## config.mk

```make
export PLATFORM = sky130hd
export DESIGN_NAME = rotation_motor_driver_flat
export DESIGN_NICKNAME = d
export VERILOG_FILES = /design/src/rtl/rotation_motor_driver_if.sv /design/src/rtl/rotation_motor_driver.sv /design/src/flat_wrapper.sv
export SDC_FILE = /design/constraint.sdc
export NUM_CORES = 1
export LEC_CHECK = 0
export CAP_MARGIN = 5
export CORE_MARGIN = 1.5
export CORE_UTILIZATION = 55
export CTS_CLUSTER_DIAMETER = 60
export DETAILED_ROUTE_END_ITERATION = 16
export GPL_TIMING_DRIVEN = 1
export PLACE_DENSITY_LB_ADDON = 0.3
export SETUP_SLACK_MARGIN = 0.1
export SLEW_MARGIN = 20
export SYNTH_ARGS = -nofsm -noshare
export SYNTH_HDL_FRONTEND = slang
export SYNTH_SLANG_ARGS = --single-unit
```

## constraint.sdc

```tcl
create_clock -name clk -period 7.2 [get_ports clk]
set_input_delay 1.44 -clock clk [delete_from_list [all_inputs] [get_ports clk]]
set_output_delay 1.44 -clock clk [all_outputs]
set_load 0.005 [all_outputs]
```

## src/rtl/rotation_motor_driver_if.sv

```systemverilog
// Command/drive bundle between the rotation controller and the stepper driver.
// Commands are plain levels (no valid/ready): the driver samples left/right every clock.
interface rotation_motor_driver_if #(
  parameter int POS_W = 8
);
  logic             left;
  logic             right;
  logic [3:0]       phase;
  logic             step_pulse;
  logic [POS_W-1:0] heading;
  logic             moving;
  logic             fault;

  modport master (
    output left, right,
    input  phase, step_pulse, heading, moving, fault
  );

  modport slave (
    input  left, right,
    output phase, step_pulse, heading, moving, fault
  );
endinterface

```

## src/rtl/rotation_motor_driver.sv

```systemverilog
// 4-phase stepper driver: paces one-hot coil steps from left/right level commands,
// inserts coils-off dead time on reversals and keeps a wrapping heading count.
module rotation_motor_driver #(
  parameter int STEP_DIV  = 4,
  parameter int DEAD_TIME = 2,
  parameter int POS_W     = 8
) (
  input  logic                    clk,
  input  logic                    rst,
  rotation_motor_driver_if.slave  bus,
  output logic [1:0]              state_o
);

  localparam int DIV_W  = (STEP_DIV  > 1) ? $clog2(STEP_DIV)  : 1;
  localparam int DEAD_W = (DEAD_TIME > 1) ? $clog2(DEAD_TIME) : 1;
  localparam logic [DIV_W-1:0]  DIV_MAX  = DIV_W'(STEP_DIV - 1);
  localparam logic [DEAD_W-1:0] DEAD_MAX = DEAD_W'(DEAD_TIME - 1);

  typedef enum logic [1:0] {
    S_IDLE  = 2'd0,
    S_RUN_L = 2'd1,
    S_RUN_R = 2'd2,
    S_DEAD  = 2'd3
  } state_e;

  state_e             state_q, state_d, target;
  logic [1:0]         idx_q, idx_d;
  logic [DIV_W-1:0]   div_q, div_d;
  logic [DEAD_W-1:0]  dead_q, dead_d;
  logic [POS_W-1:0]   heading_q, heading_d;
  logic               step_q, step_d;
  logic               fault_q, fault_d;
  logic               cmd_l, cmd_r, moving;

  // Both commands at once are illegal: the FSM sees NONE, fault records it.
  assign cmd_l = bus.left & ~bus.right;
  assign cmd_r = bus.right & ~bus.left;

  always_ff @(posedge clk) begin
    if (rst) begin
      state_q   <= S_IDLE;
      idx_q     <= '0;
      div_q     <= '0;
      dead_q    <= '0;
      heading_q <= '0;
      step_q    <= 1'b0;
      fault_q   <= 1'b0;
    end else begin
      state_q   <= state_d;
      idx_q     <= idx_d;
      div_q     <= div_d;
      dead_q    <= dead_d;
      heading_q <= heading_d;
      step_q    <= step_d;
      fault_q   <= fault_d;
    end
  end

  always_comb begin
    state_d   = state_q;
    idx_d     = idx_q;
    div_d     = div_q;
    dead_d    = dead_q;
    heading_d = heading_q;
    step_d    = 1'b0;
    fault_d   = bus.left & bus.right;
    target    = cmd_l ? S_RUN_L : (cmd_r ? S_RUN_R : S_IDLE);

    case (state_q)
      S_IDLE: begin
        state_d = target;
        div_d   = '0;
      end
      S_RUN_L, S_RUN_R: begin
        if ((state_q == S_RUN_L && cmd_l) || (state_q == S_RUN_R && cmd_r)) begin
          if (div_q == DIV_MAX) begin
            div_d  = '0;
            step_d = 1'b1;
            if (state_q == S_RUN_L) begin
              idx_d     = idx_q + 2'd1;
              heading_d = heading_q + POS_W'(1);
            end else begin
              idx_d     = idx_q - 2'd1;
              heading_d = heading_q - POS_W'(1);
            end
          end else begin
            div_d = div_q + DIV_W'(1);
          end
        end else if (cmd_l || cmd_r) begin
          // Opposite command: coils off before reversing; idx/heading are kept.
          state_d = S_DEAD;
          dead_d  = DEAD_MAX;
          div_d   = '0;
        end else begin
          state_d = S_IDLE;
          div_d   = '0;
        end
      end
      S_DEAD: begin
        if (dead_q == '0) begin
          state_d = target;
          div_d   = '0;
        end else begin
          dead_d = dead_q - DEAD_W'(1);
        end
      end
      default: state_d = S_IDLE;
    endcase
  end

  assign moving         = (state_q == S_RUN_L) || (state_q == S_RUN_R);
  assign bus.moving     = moving;
  assign bus.phase      = moving ? (4'b0001 << idx_q) : 4'b0000;
  assign bus.step_pulse = step_q;
  assign bus.heading    = heading_q;
  assign bus.fault      = fault_q;
  assign state_o        = state_q;

endmodule

```

## src/flat_wrapper.sv

```systemverilog
// flat-port wrapper written by rule: the top's interface ports become plain ports
module rotation_motor_driver_flat 
#(
  parameter int STEP_DIV  = 4,
  parameter int DEAD_TIME = 2,
  parameter int POS_W     = 8
)
  (clk, rst, state_o, bus_left, bus_right, bus_phase, bus_step_pulse, bus_heading, bus_moving, bus_fault);
  rotation_motor_driver_if #(.POS_W(POS_W)) bus_i ();
  input  logic clk;
  input  logic rst;
  output logic [1:0] state_o;
  input wire logic [$bits(bus_i.left)-1:0] bus_left;
  input wire logic [$bits(bus_i.right)-1:0] bus_right;
  output wire logic [$bits(bus_i.phase)-1:0] bus_phase;
  output wire logic [$bits(bus_i.step_pulse)-1:0] bus_step_pulse;
  output wire logic [$bits(bus_i.heading)-1:0] bus_heading;
  output wire logic [$bits(bus_i.moving)-1:0] bus_moving;
  output wire logic [$bits(bus_i.fault)-1:0] bus_fault;
  assign bus_i.left = bus_left;
  assign bus_i.right = bus_right;
  assign bus_phase = bus_i.phase;
  assign bus_step_pulse = bus_i.step_pulse;
  assign bus_heading = bus_i.heading;
  assign bus_moving = bus_i.moving;
  assign bus_fault = bus_i.fault;
  rotation_motor_driver #(.STEP_DIV(STEP_DIV), .DEAD_TIME(DEAD_TIME), .POS_W(POS_W)) u_core (.clk(clk), .rst(rst), .bus(bus_i), .state_o(state_o));
endmodule
```

Word-level counts from Yosys, hierarchy flattened. Cells that the tools add are included.

Bits in registers: 17. Bits of input ports: 4. Output and inout port bits: 17.

$add $sub $neg: 6. Eq/ne operators: 7. Shift-type cells: 1. Mux-type cells: 18. Bitwise operators: 7. Reductions and logical operators: 12.

Operators by type and width (number): $mux 2 (9); $pmux 2 s3 (2); $add 8x1->8 const B (1); $mux 8 (1); $sub 8x1->8 const B (1); $eq 2x2->1 const B (3); $reduce_and 3->1 (2); $add 2x1->2 const B (2); $mux 1 (4); $mux 4 (1); $ne 2x2->1 const B (2); $not 1->1 (4); $shl 1x2->4 const A (1); $and 1x1->1 (3); $logic_or 1x1->1 (3); $reduce_or 3->1 (1); $eq 2x1->1 const B (1); $logic_and 1x1->1 (2); $logic_not 2->1 (1); $ne 2x1->1 const B (1); $pmux 1 s2 (1); $reduce_and 2->1 (1); $reduce_bool 2->1 (1); $reduce_or 2->1 (1); other kinds (2) (2).

Longest topological paths before layout.
Depth after elaboration: 6. Depth in mapped cells: 11. Mapped depth without buffers: 10.

Least setup slack after synthesis. OpenSTA, ideal clock, no wires.

Path kind: input port to flip-flop. From: in bus_right. To: reg u_core.heading_q[4] (netlist: u_core.bus.heading[4]). Setup time: 117 ps. Arrival time: 2592 ps. Data required time: 7083 ps. Slack: 4491 ps. Stages: 9. Buffers on the path: 2. Cells stage by stage: inv_1 ha_1 a22oi_1 nor2b_1 buf_2 nand2_1 buf_2 nor2_1 a22o_1.

Longest elaborated chain between the ends: 5.

Ends and longest elaborated chain: start, declared (line flat_wrapper.sv:14) `input wire logic [$bits(bus_i.right)-1:0] bus_right;`; $not 1->1 (line rotation_motor_driver.sv:36) `assign cmd_l = bus.left & ~bus.right;`; $and 1x1->1 (line rotation_motor_driver.sv:36); $logic_and 1x1->1 (line rotation_motor_driver.sv:75) `if ((state_q == S_RUN_L && cmd_l) || (state_q == S_RUN_R && cmd_r)) begin`; $logic_or 1x1->1 (*) (line rotation_motor_driver.sv:75); $reduce_and 3->1 (no line) (*); end signal, assigned (line rotation_motor_driver.sv:53) `heading_q <= heading_d;`; end, declared (line rotation_motor_driver.sv:30) `logic [POS_W-1:0] heading_q, heading_d;`.

Every way passes the cells marked *; elsewhere a longest branch is shown, timed or not. A chain may end at the register's enable or synchronous reset.

Worst setup path after layout.
From: reg u_core.state_q[0] (netlist: u_core.state_o[0]). To: out bus_phase[0].

Longest elaborated chain between the ends: 3.

Ends and longest elaborated chain: start, declared (line rotation_motor_driver.sv:26) `state_e state_q, state_d, target;`; start signal, assigned (line rotation_motor_driver.sv:49) `state_q <= state_d;`; $eq 2x1->1 or $eq 2x2->1 (tied branches) (line rotation_motor_driver.sv:111) `assign moving = (state_q == S_RUN_L) || (state_q == S_RUN_R);`; $logic_or 1x1->1 (*) (line rotation_motor_driver.sv:111); $mux 4 (*) (line rotation_motor_driver.sv:113) `assign bus.phase = moving ? (4'b0001 << idx_q) : 4'b0000;`; end, declared (line flat_wrapper.sv:15) `output wire logic [$bits(bus_i.phase)-1:0] bus_phase;`.

Marks and branches as above.

==> impl_metrics.env <==
export IMPL_status="finished, final reports clean"
export IMPL_synth_area_per_cell_um2=8.60
export IMPL_place_port_buffers=20
export IMPL_h_tree_depth=1
export IMPL_clockBufferDepth=2
export IMPL_end_kind="output pin"
export IMPL_place_gp_congestion=0.854
export IMPL_setup_violations_final=0
export IMPL_floorplan_die_width_um=48.3
export IMPL_timing_critical_path_fanout_max=10
export IMPL_timing_final_max_slew_violations=0
export IMPL_antenna_diode_count=0
export IMPL_critPathRequiredTime_ns=5.76
export IMPL_num_vias=934
export IMPL_worstSkewPairLatency_ns=0.29
export IMPL_hpwl_um=1510
export IMPL_maxSlewHeadroom_pct=54.3
export IMPL_numCtsBuffers=3
export IMPL_route_detailed_vias_per_inst=5.31
export IMPL_yosysSeqAreaShare_pct=30.2
export IMPL_dieHeight_um=48.3
export IMPL_postCtsHoldBufs=0
export IMPL_clock_tree_from_tritoncts="done"
export IMPL_path_clk_slew_ns=0.10
export IMPL_power_ir_vdd_worst_mv=0.114
export IMPL_utilization_pct=69.7
export IMPL_synth_main_ff_cell="sky130_fd_sc_hd__dfxtp_1"
export IMPL_detail_route_iter0_violations=13
export IMPL_clock_sink_count=17
export IMPL_share_of_synthesized_flip_flops_with_an_asynchronous_set_or_reset_pct=0
export IMPL_critical_path_cell_list="inv_1, ha_1, nor3b_1, clkdlybuf4s50_1"
export IMPL_rows=16
export IMPL_post_route_cell_area_um2=1350
export IMPL_wl_um=2040
export IMPL_groute_usage_overall_pct=20.1
export IMPL_number_of_global_route_vias_before_repair=804
export IMPL_cts_root_buf="sky130_fd_sc_hd__clkbuf_4"
export IMPL_detail_route_wl_per_cell_um=11.6
export IMPL_grt_first_pass_wirelength_um=3310
export IMPL_syn_cell_area_um2=1130
export IMPL_grt_overflow=0
export IMPL_synthesis_nets=150
export IMPL_finalClockSkew_ns=0.00213
export IMPL_layout_worst_path_cycle_share_pct=48.0
export IMPL_cellPowerDensity_nw_per_um2=155
export IMPL_synthesis_yosys_warnings=0
export IMPL_largest_net_degree_at_the_start_of_global_routing=19
export IMPL_critical_path_top_delay_family="buffers and inverters"
export IMPL_antenna_violating_nets_post_route=0
export IMPL_post_cts_resized=0
export IMPL_rsz0062_at_grt="false"
export IMPL_core_area_um2=1940
export IMPL_drtPass1Iterations=4
export IMPL_max_slew_worst_pin_slew_ns=0.684
export IMPL_synth_seq_cells=17
export IMPL_drive_gt1_share_pct=4.03
export IMPL_die_ar_um2=2330
export IMPL_hold_viol_final=0
export IMPL_total_leakage_power_nw=0.578
export IMPL_grt_antenna_before_repair=0
export IMPL_number_of_drc_violations_after_detailed_routing=0
export IMPL_synth_edff_count=0
export IMPL_crit_path_slowest_cell="sky130_fd_sc_hd__clkdlybuf4s50_1"
export IMPL_fin_tns_setup_ns=0
export IMPL_cts_setup_buffers=0
export IMPL_max_clock_freq_mhz=289
export IMPL_final_net_count=169
export IMPL_critical_path_startpoint_type="register"
export IMPL_hold_path_class="reg -> reg"
export IMPL_critPathKind="reg -> out"
export IMPL_post_dp_cell_area_um2=1330
export IMPL_floorplan_initialDensity_pct=58.0
export IMPL_holdWs_ns=0.497
export IMPL_max_stage_delay_ns=0.53
export IMPL_netlist_cell_type_count=34
export IMPL_timing_max_cap_violations=0
export IMPL_synth_cells=131
export IMPL_worstPathBufferInverterCount=2
export IMPL_crit_arrival_ns=2.02
export IMPL_design_portCount=21
export IMPL_layout_min_cycle_time_ns=3.46
export IMPL_area_growth_synth_to_final_pct=20.2
-- cells in the mapped netlist (2+ instances only) --
master | instances | area, um2
sky130_fd_sc_hd__xnor2_1 | 3 | 26.3
sky130_fd_sc_hd__nor2b_1 | 4 | 25.0
sky130_fd_sc_hd__nand3_1 | 2 | 10.0
sky130_fd_sc_hd__mux2i_1 | 4 | 40.0
sky130_fd_sc_hd__or3_1 | 2 | 12.5
sky130_fd_sc_hd__ha_1 | 15 | 188
sky130_fd_sc_hd__nor2_1 | 19 | 71.3
sky130_fd_sc_hd__inv_1 | 8 | 30.0
sky130_fd_sc_hd__clkbuf_1 | 3 | 11.3
sky130_fd_sc_hd__nand2_1 | 6 | 22.5
sky130_fd_sc_hd__a211oi_1 | 3 | 22.5
sky130_fd_sc_hd__o21ai_0 | 8 | 40.0
sky130_fd_sc_hd__buf_2 | 2 | 10.0
sky130_fd_sc_hd__a31oi_1 | 2 | 12.5
sky130_fd_sc_hd__xor2_1 | 6 | 52.6
sky130_fd_sc_hd__a21oi_1 | 8 | 40.0
sky130_fd_sc_hd__and2_1 | 2 | 12.5
sky130_fd_sc_hd__dfxtp_1 | 17 | 340
sky130_fd_sc_hd__and3_1 | 2 | 12.5
-- final timing paths --
kind,startpoint,to,slack [ns],depth (start not counted)
max,u_core.state_o[0],bus_phase[0],3.74,4
min,u_core.div_q[1],u_core.div_q[1],0.50,2
max reg2reg,u_core.state_o[1],u_core.bus.heading[7],4.45,10
min reg2reg,u_core.div_q[1],u_core.div_q[1],0.50,2
-- through the flow --
step | power [mW] | worst slack [ns] | instances
after floorplan | 0.144 | 4.49 | 131
after global placement | 0.159 | 3.59 | 172
after detailed placement | 0.160 | 3.47 | 172
after CTS | 0.213 | 3.72 | 176
after global routing | 0.225 | 3.59 | 176
final | 0.210 | 3.74 | 176
-- routing by layer --
| layer | global-route usage, % | part of all wire [%] | up-vias |
|---|---|---|---|
| li1 | - | - | 485 |
| met1 | 25.8 | 50 | 424 |
| met2 | 32.9 | 45 | 20 |
| met3 | 4.07 | 3.7 | 5 |
| met4 | 8.11 | 1.3 | 0 |
| met5 | 0 | 0 | - |
-- worst reg2reg max path, delay by kind of cell, from the launching register on --
family,cells,cell delay (ns)
adders and majority gates,2,0.67
AOI/OAI and AO/OA,2,0.53
DFF,1,0.36
muxes,1,0.33
buffers and inverters,2,0.32
and+or+nand+nor,2,0.28
xor gates and xnor gates,1,0.14
-- layout make-up --
cell class	count	area (um2)
Multi-Input combinational cell	100	723
Fill cell	167	588
Sequential cell	17	340
Timing Repair Buffer	20	200
Tap cell	27	33.8
Inverter	8	30.0
Clock buffer	4	26.3
-- placed cells by master, fill, tap and decap left out, drive strengths merged --
cell type	n
nor3b	1
o311ai	1
a221oi	1
a22oi	1
and4b	1
xnor2	4
dfxtp	17
clkbuf	4
ha	15
and2	2
mux2	1
nor2b	5
mux2i	4
nand2	6
a311oi	1
or3	2
nor2	19
and3	2
clkdlybuf4s50	20
o21a	1
o21ai	8
a32oi	1
a21oi	8
a31oi	2
and3b	1
a211oi	3
xor2	6
a21o	1
inv	8
nand3	2
a22o	1
-- flip-flops by register name, indices dropped and copies added (netlist names) --
register and cells:
u_core.bus.fault 1, u_core.idx_q 2, u_core.state_o 2, u_core.div_q 2
u_core.bus.step_pulse 1, u_core.dead_q 1, u_core.bus.heading 8
-- power breakdown --
part / total, mW / switching, mW / internal [mW]
Combinational: 0.0574 / 0.0300 / 0.0274
Clock: 0.0521 / 0.0305 / 0.0215
Sequential: 0.101 / 0.00377 / 0.0970
-- cells by family (layout without fill, tap and decap cells) --
group           count (synthesis)  in the layout  synth area share, %
simple gates                   41             41                 17.9
compound gates                 29             29                 16.7
flops                          17             17                 30.2
fa+ha+maj                      15             15                 16.7
buf+inv                        14             32                 5.56
xor+xnor                       10             10                 8.45
mux                             5              5                 4.56
Power figures use the tool's default switching activity.
